$ cat config.mk
export PLATFORM = sky130hd
export DESIGN_NAME = mem_requester_flat
export DESIGN_NICKNAME = d
export VERILOG_FILES = /design/src/rtl/mem_requester_if.sv /design/src/rtl/mem_requester.sv /design/src/flat_wrapper.sv
export SDC_FILE = /design/constraint.sdc
export NUM_CORES = 1
export LEC_CHECK = 0
export ABC_AREA = 1
export CORE_AREA = 3 3 180 182
export DETAILED_ROUTE_END_ITERATION = 10
export DIE_AREA = 0 0 183 185
export SLEW_MARGIN = 20
export SYNTH_ARGS = -nofsm -noshare
export SYNTH_HDL_FRONTEND = slang
export SYNTH_SLANG_ARGS = --single-unit
$ cat constraint.sdc
create_clock -name clk -period 11.45 [get_ports clk]
set_input_delay 2.29 -clock clk [delete_from_list [all_inputs] [get_ports clk]]
set_output_delay 2.29 -clock clk [all_outputs]
set_load 0.01 [all_outputs]
$ cat src/rtl/mem_requester_if.sv
// Memory-stage handshake bundle: pipeline request side plus data-memory strobe/ack side.
// master is the requester's view; slave is the surrounding pipeline/memory view.
interface mem_requester_if;
  logic        start;
  logic [3:0]  icode;
  logic [63:0] ValA;
  logic [63:0] ValE;
  logic [63:0] ValP;
  logic [63:0] mem_addr;
  logic [63:0] mem_wdata;
  logic        mem_rd;
  logic        mem_wr;
  logic        mem_ack;
  logic [63:0] mem_rdata;
  logic [63:0] ValM;
  logic        busy;
  logic        done;
  logic        adr_error;

  modport master (
    input  start, icode, ValA, ValE, ValP, mem_ack, mem_rdata,
    output mem_addr, mem_wdata, mem_rd, mem_wr, ValM, busy, done, adr_error
  );

  modport slave (
    output start, icode, ValA, ValE, ValP, mem_ack, mem_rdata,
    input  mem_addr, mem_wdata, mem_rd, mem_wr, ValM, busy, done, adr_error
  );
endinterface

$ cat src/rtl/mem_requester.sv
// Y86 memory-stage requester: decodes icode into one data-memory access,
// waits for ack with a bounded timeout and reports completion/address errors.
module mem_requester #(
  parameter int unsigned MEM_WORDS = 1024,
  parameter int unsigned TIMEOUT   = 15
) (
  input  logic            clk,
  input  logic            reset,
  mem_requester_if.master bus
);
  localparam int unsigned     CNT_W    = (TIMEOUT > 15) ? $clog2(TIMEOUT + 1) : 4;
  localparam logic [CNT_W-1:0] CNT_LAST = CNT_W'(TIMEOUT - 1);

  typedef enum logic [1:0] {S_IDLE, S_ACCESS, S_RESP} state_t;

  state_t             r_state, w_state;
  logic [CNT_W-1:0]   r_cnt, w_cnt;
  logic [63:0]        r_addr, w_addr;
  logic [63:0]        r_wdata, w_wdata;
  logic [63:0]        r_valm, w_valm;
  logic               r_rd, w_rd;
  logic               r_wr, w_wr;
  logic               r_busy, w_busy;
  logic               r_done, w_done;
  logic               r_err, w_err;

  logic [63:0]        w_dec_addr;
  logic [63:0]        w_dec_data;
  logic               w_dec_rd;
  logic               w_dec_wr;
  logic               w_dec_bad;

  // Instruction decode: address, write data and direction of the access.
  always_comb begin
    w_dec_addr = '0;
    w_dec_data = '0;
    w_dec_rd   = 1'b0;
    w_dec_wr   = 1'b0;
    case (bus.icode)
      4'h4: begin w_dec_addr = bus.ValE; w_dec_data = bus.ValA; w_dec_wr = 1'b1; end
      4'h5: begin w_dec_addr = bus.ValE; w_dec_rd = 1'b1; end
      4'h8: begin w_dec_addr = bus.ValE; w_dec_data = bus.ValP; w_dec_wr = 1'b1; end
      4'h9: begin w_dec_addr = bus.ValA; w_dec_rd = 1'b1; end
      4'hA: begin w_dec_addr = bus.ValE; w_dec_data = bus.ValA; w_dec_wr = 1'b1; end
      4'hB: begin w_dec_addr = bus.ValA; w_dec_rd = 1'b1; end
      default: ;
    endcase
    w_dec_bad = (w_dec_addr >= 64'(MEM_WORDS));
  end

  // Next-state and next-output logic; every register holds unless changed.
  always_comb begin
    w_state = r_state;
    w_cnt   = r_cnt;
    w_addr  = r_addr;
    w_wdata = r_wdata;
    w_valm  = r_valm;
    w_rd    = r_rd;
    w_wr    = r_wr;
    w_err   = r_err;
    case (r_state)
      S_IDLE: begin
        if (bus.start) begin
          w_err   = 1'b0;
          w_addr  = w_dec_addr;
          w_wdata = w_dec_data;
          w_cnt   = '0;
          if (!(w_dec_rd || w_dec_wr)) begin
            w_state = S_RESP;
          end else if (w_dec_bad) begin
            w_state = S_RESP;
            w_err   = 1'b1;
          end else begin
            w_state = S_ACCESS;
            w_rd    = w_dec_rd;
            w_wr    = w_dec_wr;
          end
        end
      end
      S_ACCESS: begin
        if (bus.mem_ack) begin
          w_state = S_RESP;
          w_rd    = 1'b0;
          w_wr    = 1'b0;
          if (r_rd) w_valm = bus.mem_rdata;
        end else if (r_cnt == CNT_LAST) begin
          w_state = S_RESP;
          w_rd    = 1'b0;
          w_wr    = 1'b0;
          w_err   = 1'b1;
        end else begin
          w_cnt = r_cnt + 1'b1;
        end
      end
      S_RESP:  w_state = S_IDLE;
      default: w_state = S_IDLE;
    endcase
    w_done = (w_state == S_RESP);
    w_busy = (w_state != S_IDLE);
  end

  always_ff @(posedge clk or posedge reset) begin
    if (reset) begin
      r_state <= S_IDLE;
      r_cnt   <= '0;
      r_addr  <= '0;
      r_wdata <= '0;
      r_valm  <= '0;
      r_rd    <= 1'b0;
      r_wr    <= 1'b0;
      r_busy  <= 1'b0;
      r_done  <= 1'b0;
      r_err   <= 1'b0;
    end else begin
      r_state <= w_state;
      r_cnt   <= w_cnt;
      r_addr  <= w_addr;
      r_wdata <= w_wdata;
      r_valm  <= w_valm;
      r_rd    <= w_rd;
      r_wr    <= w_wr;
      r_busy  <= w_busy;
      r_done  <= w_done;
      r_err   <= w_err;
    end
  end

  assign bus.mem_addr  = r_addr;
  assign bus.mem_wdata = r_wdata;
  assign bus.mem_rd    = r_rd;
  assign bus.mem_wr    = r_wr;
  assign bus.ValM      = r_valm;
  assign bus.busy      = r_busy;
  assign bus.done      = r_done;
  assign bus.adr_error = r_err;
endmodule
$ cat src/flat_wrapper.sv
// flat-port wrapper written by rule: the top's interface ports become plain ports
module mem_requester_flat 
#(
  parameter int unsigned MEM_WORDS = 1024,
  parameter int unsigned TIMEOUT   = 15
)
  (clk, reset, bus_start, bus_icode, bus_ValA, bus_ValE, bus_ValP, bus_mem_ack, bus_mem_rdata, bus_mem_addr, bus_mem_wdata, bus_mem_rd, bus_mem_wr, bus_ValM, bus_busy, bus_done, bus_adr_error);
  mem_requester_if bus_i ();
  input  logic clk;
  input  logic reset;
  input wire logic [$bits(bus_i.start)-1:0] bus_start;
  input wire logic [$bits(bus_i.icode)-1:0] bus_icode;
  input wire logic [$bits(bus_i.ValA)-1:0] bus_ValA;
  input wire logic [$bits(bus_i.ValE)-1:0] bus_ValE;
  input wire logic [$bits(bus_i.ValP)-1:0] bus_ValP;
  input wire logic [$bits(bus_i.mem_ack)-1:0] bus_mem_ack;
  input wire logic [$bits(bus_i.mem_rdata)-1:0] bus_mem_rdata;
  output wire logic [$bits(bus_i.mem_addr)-1:0] bus_mem_addr;
  output wire logic [$bits(bus_i.mem_wdata)-1:0] bus_mem_wdata;
  output wire logic [$bits(bus_i.mem_rd)-1:0] bus_mem_rd;
  output wire logic [$bits(bus_i.mem_wr)-1:0] bus_mem_wr;
  output wire logic [$bits(bus_i.ValM)-1:0] bus_ValM;
  output wire logic [$bits(bus_i.busy)-1:0] bus_busy;
  output wire logic [$bits(bus_i.done)-1:0] bus_done;
  output wire logic [$bits(bus_i.adr_error)-1:0] bus_adr_error;
  assign bus_i.start = bus_start;
  assign bus_i.icode = bus_icode;
  assign bus_i.ValA = bus_ValA;
  assign bus_i.ValE = bus_ValE;
  assign bus_i.ValP = bus_ValP;
  assign bus_i.mem_ack = bus_mem_ack;
  assign bus_i.mem_rdata = bus_mem_rdata;
  assign bus_mem_addr = bus_i.mem_addr;
  assign bus_mem_wdata = bus_i.mem_wdata;
  assign bus_mem_rd = bus_i.mem_rd;
  assign bus_mem_wr = bus_i.mem_wr;
  assign bus_ValM = bus_i.ValM;
  assign bus_busy = bus_i.busy;
  assign bus_done = bus_i.done;
  assign bus_adr_error = bus_i.adr_error;
  mem_requester #(.MEM_WORDS(MEM_WORDS), .TIMEOUT(TIMEOUT)) u_core (.clk(clk), .reset(reset), .bus(bus_i));
endmodule
Word level (Yosys, flattened, before mapping). Index checks and enable logic that the tools add are counted.

Bits in registers: 203. Logic and storage cells: 72. Input bits: 264.

Add/subtract/negate cells: 1. Equal/unequal tests: 16. Order comparisons: 1. Muxes and demuxes: 30. Reductions and logical operators: 14.

Operator list (count): $pmux 64 s2 (2); $ge 64x11->1 const B (1); $eq 4x4->1 const B (5); $mux 1 (15); $mux 4 (3); $mux 2 (5); $eq 4x3->1 const B (2); $ne 2x2->1 const B (4); $pmux 4 s2 (1); $reduce_and 4->1 (2); $pmux 1 s2 (3); $reduce_or 3->1 (2); $reduce_and 5->1 (1); $add 4x1->4 const B (1); $ne 2x1->1 const B (2); $pmux 2 s2 (1); $reduce_bool 2->1 (2); $reduce_or 2->1 (2); $reduce_or 4->1 (1); $ne 3x2->1 const B (1); $reduce_and 3->1 (1); $eq 2x1->1 const B (1); $eq 2x2->1 const B (1); $logic_not 2->1 (1); other kinds (2) (2).

Longest topological paths before layout.
Depth after elaboration: 9. Mapped depth: 16.

Worst setup path after synthesis. Ideal clock, no wire load.

Path kind: input port to flip-flop. Start point: input port bus_icode[2]. End point: register u_core.r_rd (netlist: u_core.bus.mem_rd). Library setup time: 0.117 ns. Slack: 7.830 ns. Data arrival time: 3.503 ns. Path buffers: 1. Data required time: 11.333 ns. Stages on the path: 16. Cell sequence: inv_1 nand3_1 nand2_2 buf_2 nand2_1 nand2_1 nor2_1 nand2_1 nor2_1 nand2_1 nor2_1 nand2_1 nand2_1 nand3_1 nand2_1 nand2_1.

Cells in the longest elaborated chain, start to end: 7. Elaborated cells on any way between the ends: 22.

Ends and longest elaborated chain: start: declaration (line flat_wrapper.sv:12) `input wire logic [$bits(bus_i.icode)-1:0] bus_icode;`; parallel branches: the longest is 7 deep, another holds $ge 64x11->1; end signal: assignment (line mem_requester.sv:120) `r_rd <= w_rd;`; end: declaration (line mem_requester.sv:21) `logic r_rd, w_rd;`.

Parallel ways; which one is timed is not known. The select of a mux whose other input is x is not followed. A chain may end at the register's enable or synchronous reset.

Final worst setup path.
Start point: input port bus_icode[3]. End point: register u_core.r_rd (netlist: u_core.bus.mem_rd).

The elaborated chain is that of the path after synthesis.

==> qor.json <==
{
  "outcome": {"value": "finished clean"},
  "num_antenna_cells": {"value": 0},
  "dieHeight": {"value": 185, "unit": "µm"},
  "grt_remaining_overflow": {"value": 0},
  "synth_top_cells_by_area": {"value": "dfrtp_1, nand2_1, mux2_2"},
  "floorplan.die.width": {"value": 183, "unit": "µm"},
  "postSynthCellCount": {"value": 1139},
  "timing.final.max_slew_violations": {"value": 0},
  "drt_first_pass_iters": {"value": 5},
  "utilization": {"value": 0.499},
  "fill_cells": {"value": 2924},
  "final_wtd_congestion": {"value": 0.835},
  "postCtsHoldBufs": {"value": 0},
  "fin_ws": {"value": 6860, "unit": "ps"},
  "port_buffers": {"value": 460},
  "syn_area": {"value": 0.00947, "unit": "mm²"},
  "die_area": {"value": 0.0339, "unit": "mm²"},
  "fmax": {"value": 0.218, "unit": "GHz"},
  "syn_to_final_growth": {"value": 62.0, "unit": "%"},
  "crit-reg2reg-capture": {"value": "u_core.bus.mem_addr[10]$_DFFE_PP0P_"},
  "fin_setup_tns": {"value": 0, "unit": "ps"},
  "multi_input_area": {"value": 0.00383, "unit": "mm²"},
  "drtIter0Drc": {"value": 368},
  "place_ws": {"value": 6320, "unit": "ps"},
  "floorplan.rows": {"value": 64},
  "number_of_setup_violations_in_the_final_report": {"value": 0},
  "path_clk_slew": {"value": 60, "unit": "ps"},
  "synth_warnings": {"value": 0},
  "wl_per_cell": {"value": 19.3, "unit": "µm"},
  "synthArstFlopShare": {"value": 1.00},
  "syn-num-nets": {"value": 1405},
  "max_cap_viol_count": {"value": 0},
  "finish.net_count": {"value": 1839},
  "num_io_pins": {"value": 461},
  "worstSetupStartpointType": {"value": "input pin"},
  "critical_path_class": {"value": "input pin to flop"},
  "worstPathMaxFanout": {"value": 53},
  "clock-root-buffer": {"value": "clkbuf_16"},
  "power.density": {"value": 134, "unit": "mW/mm²"},
  "worst_slew_pin_slew": {"value": 975, "unit": "ps"},
  "holdCritStartpoint": {"value": "u_core.bus.mem_addr[43]$_DFFE_PP0P_"},
  "worst_hold_path.endpoint": {"value": "u_core.bus.mem_addr[43]$_DFFE_PP0P_"},
  "cts_post_setup_buffers_inserted": {"value": 0},
  "skew": {"value": 10.7, "unit": "ps"},
  "grt_setup_unrepaired": {"value": "false"},
  "htreeDepth": {"value": 1},
  "final_layout_size_suffix_gt1_frac": {"value": 0.0780},
  "seq_area": {"value": 0.00508, "unit": "mm²"},
  "initial_antenna_violation_count": {"value": 2},
  "route.detailed.vias_per_inst": {"value": 4.74},
  "period_needed": {"value": 4590, "unit": "ps"},
  "grt_pass1_wl": {"value": 57100, "unit": "µm"},
  "cts_tree": {"value": "built"},
  "routed_wirelength": {"value": 38300, "unit": "µm"},
  "initial_core_util": {"value": 0.308},
  "tritoncts_num_sinks": {"value": 203},
  "synth_enable_flop_cells": {"value": 0},
  "cts_buffers": {"value": 25},
  "synthFlopType": {"value": "dfrtp_1"},
  "hold_path.class": {"value": "flop to flop"},
  "routed-via-count": {"value": 9403},
  "coreArea": {"value": 0.0307, "unit": "mm²"},
  "worst_flop_to_flop_path_startpoint": {"value": "u_core.r_state[0]$_DFF_PP0_"},
  "regToRegSetupSlack": {"value": 8710, "unit": "ps"},
  "netlist.top_cell.by_area": {"value": "dfrtp_1"},
  "clk_latency": {"value": 510, "unit": "ps"},
  "vdd_ir_drop_max": {"value": 122, "unit": "µV"},
  "timing.reg2reg.worst_path_depth": {"value": 6},
  "timing.max_slew.rel_slack": {"value": 0.350},
  "hold_path_depth": {"value": 2},
  "total_half_perimeter_wirelength_after_legalization_and_detailed_placement": {"value": 28100, "unit": "µm"},
  "hold_viol": {"value": 0},
  "final.period_utilization": {"value": 0.401},
  "drt_drc": {"value": 0},
  "synth.yosys.seq_area_share": {"value": 0.537},
  "grtUsageTotal": {"value": 0.217},
  "timing.critical_path.to_type": {"value": "flop"},
  "pin_count_of_the_biggest_net_entering_global_routing": {"value": 92},
  "netlist_cell_types": {"value": 25},
  "synthesis.area_per_instance": {"value": 8.31, "unit": "µm²"},
  "cp_data_required_time": {"value": 11840, "unit": "ps"},
  "antenna_left": {"value": 0},
  "post_cts.resized_instances": {"value": 0},
  "clockBufferDepth": {"value": 3},
  "grt_pass1_vias": {"value": 9718},
  "yosys_register_bits": {"value": 203},
  "yosysTopAreaCellShare": {"value": 0.537},
  "cellLeakagePower": {"value": 7.33, "unit": "nW"},
  "worst_ep_arrival_time": {"value": 4990, "unit": "ps"}
}
==> cells in the final DEF (no fill, tap or decap), drive strengths merged, types with 2 or more instances in the layout <==
cell / Yosys / final
a22oi: 4 / 4
a31oi: 48 / 48
buf: 16 / 10
bufinv: 0 / 5
clkbuf: 47 / 34
clkdlybuf4s50: 0 / 460
clkinv: 0 / 4
dfrtp: 203 / 203
ha: 2 / 2
inv: 92 / 92
mux2: 64 / 64
nand2: 420 / 420
nand3: 61 / 61
nor2: 89 / 89
nor3: 2 / 2
o21ai: 71 / 71
o22ai: 14 / 14
==> sequential cells by signal (all words and copies together), names as in the netlist <==
name / cells
u_core.bus.ValM: 64
u_core.bus.mem_addr: 64
u_core.r_state: 2
u_core.bus.busy: 1
u_core.bus.adr_error: 1
u_core.bus.mem_wdata: 64
u_core.bus.done: 1
u_core.bus.mem_rd: 1
u_core.bus.mem_wr: 1
u_core.r_cnt: 4
==> how the worst max path moves through the flow <==
stage                                           to         start  cells after the start  slack [ps]
finish               u_core.bus.mem_rd$_DFFE_PP0P_  bus_icode[3]                     15        6860
global route         u_core.bus.mem_rd$_DFFE_PP0P_  bus_icode[3]                     15        6560
CTS                  u_core.bus.mem_rd$_DFFE_PP0P_  bus_icode[3]                     15        6860
floorplan           u_core.bus.ValM[0]$_DFFE_PP0P_         reset                      1        3620
global placement     u_core.bus.mem_rd$_DFFE_PP0P_  bus_icode[3]                     15        6420
detailed placement   u_core.bus.mem_rd$_DFFE_PP0P_  bus_icode[3]                     15        6320
==> kinds of logic after synthesis <==
family | synth area share
and+or+nand+nor | 0.237
AOI/OAI and AO/OA | 0.0838
muxes | 0.0761
buffers and inverters | 0.0628
DFF | 0.537
adders and majority gates | 0.00264
xor gates and xnor gates | 0.000925
==> Yosys cell counts, drive strengths merged (2+ instances only) <==
cell type,number
inv,92
nor3,2
mux2,64
nor2,89
a22oi,4
nand2,420
buf,16
dfrtp,203
nand3,61
o21ai,71
ha,2
o22ai,14
clkbuf,47
a31oi,48
==> layout make-up <==
| type | instances | share of cell area |
|---|---|---|
| sequential | 203 | 0.331 |
| timing repair buffer | 470 | 0.305 |
| multi-input combinational | 781 | 0.250 |
| clock buffer | 34 | 0.0469 |
| tap | 396 | 0.0323 |
| inverter | 92 | 0.0233 |
| clock inverter | 9 | 0.0113 |
==> routing by layer <==
metal | up-vias | GRT usage | routed length, µm
li1 | 4529 | - | -
met5 | - | 0 | 31
met4 | 4 | 0.0612 | 1090
met2 | 408 | 0.383 | 18700
met1 | 4398 | 0.252 | 14600
met3 | 64 | 0.0754 | 3820
==> per-stage QoR <==
step	area, µm²	power, mW	std cells	hold WS (ps)
floorplan	9470	0.946	1139	487
global placement	14400	1.20	1942	462
detailed placement	14400	1.20	1942	464
CTS	15300	2.08	1985	480
global route	15300	2.14	1985	499
finish	15300	2.05	1985	476
==> power breakdown <==
group	switching [mW]	internal, mW	leakage [nW]
combinational	0.185	0.204	4.20
clock	0.313	0.549	0.441
sequential	0.0283	0.767	2.69
==> worst max-delay path, cell delays in order <==
cell and delay (ps):
clkdlybuf4s50_1 600, nand2_1 150, nor2_4 90, buf_4 490, inv_2 270, o21ai_0 310
nor2_1 70, nand2_1 70, nor2_1 50, nand2_1 50, nor2_1 80, nand3_1 140
nand2_1 90, nand3_1 80, nand2_1 60
Note: power is estimated with default switching activity, not from simulation.
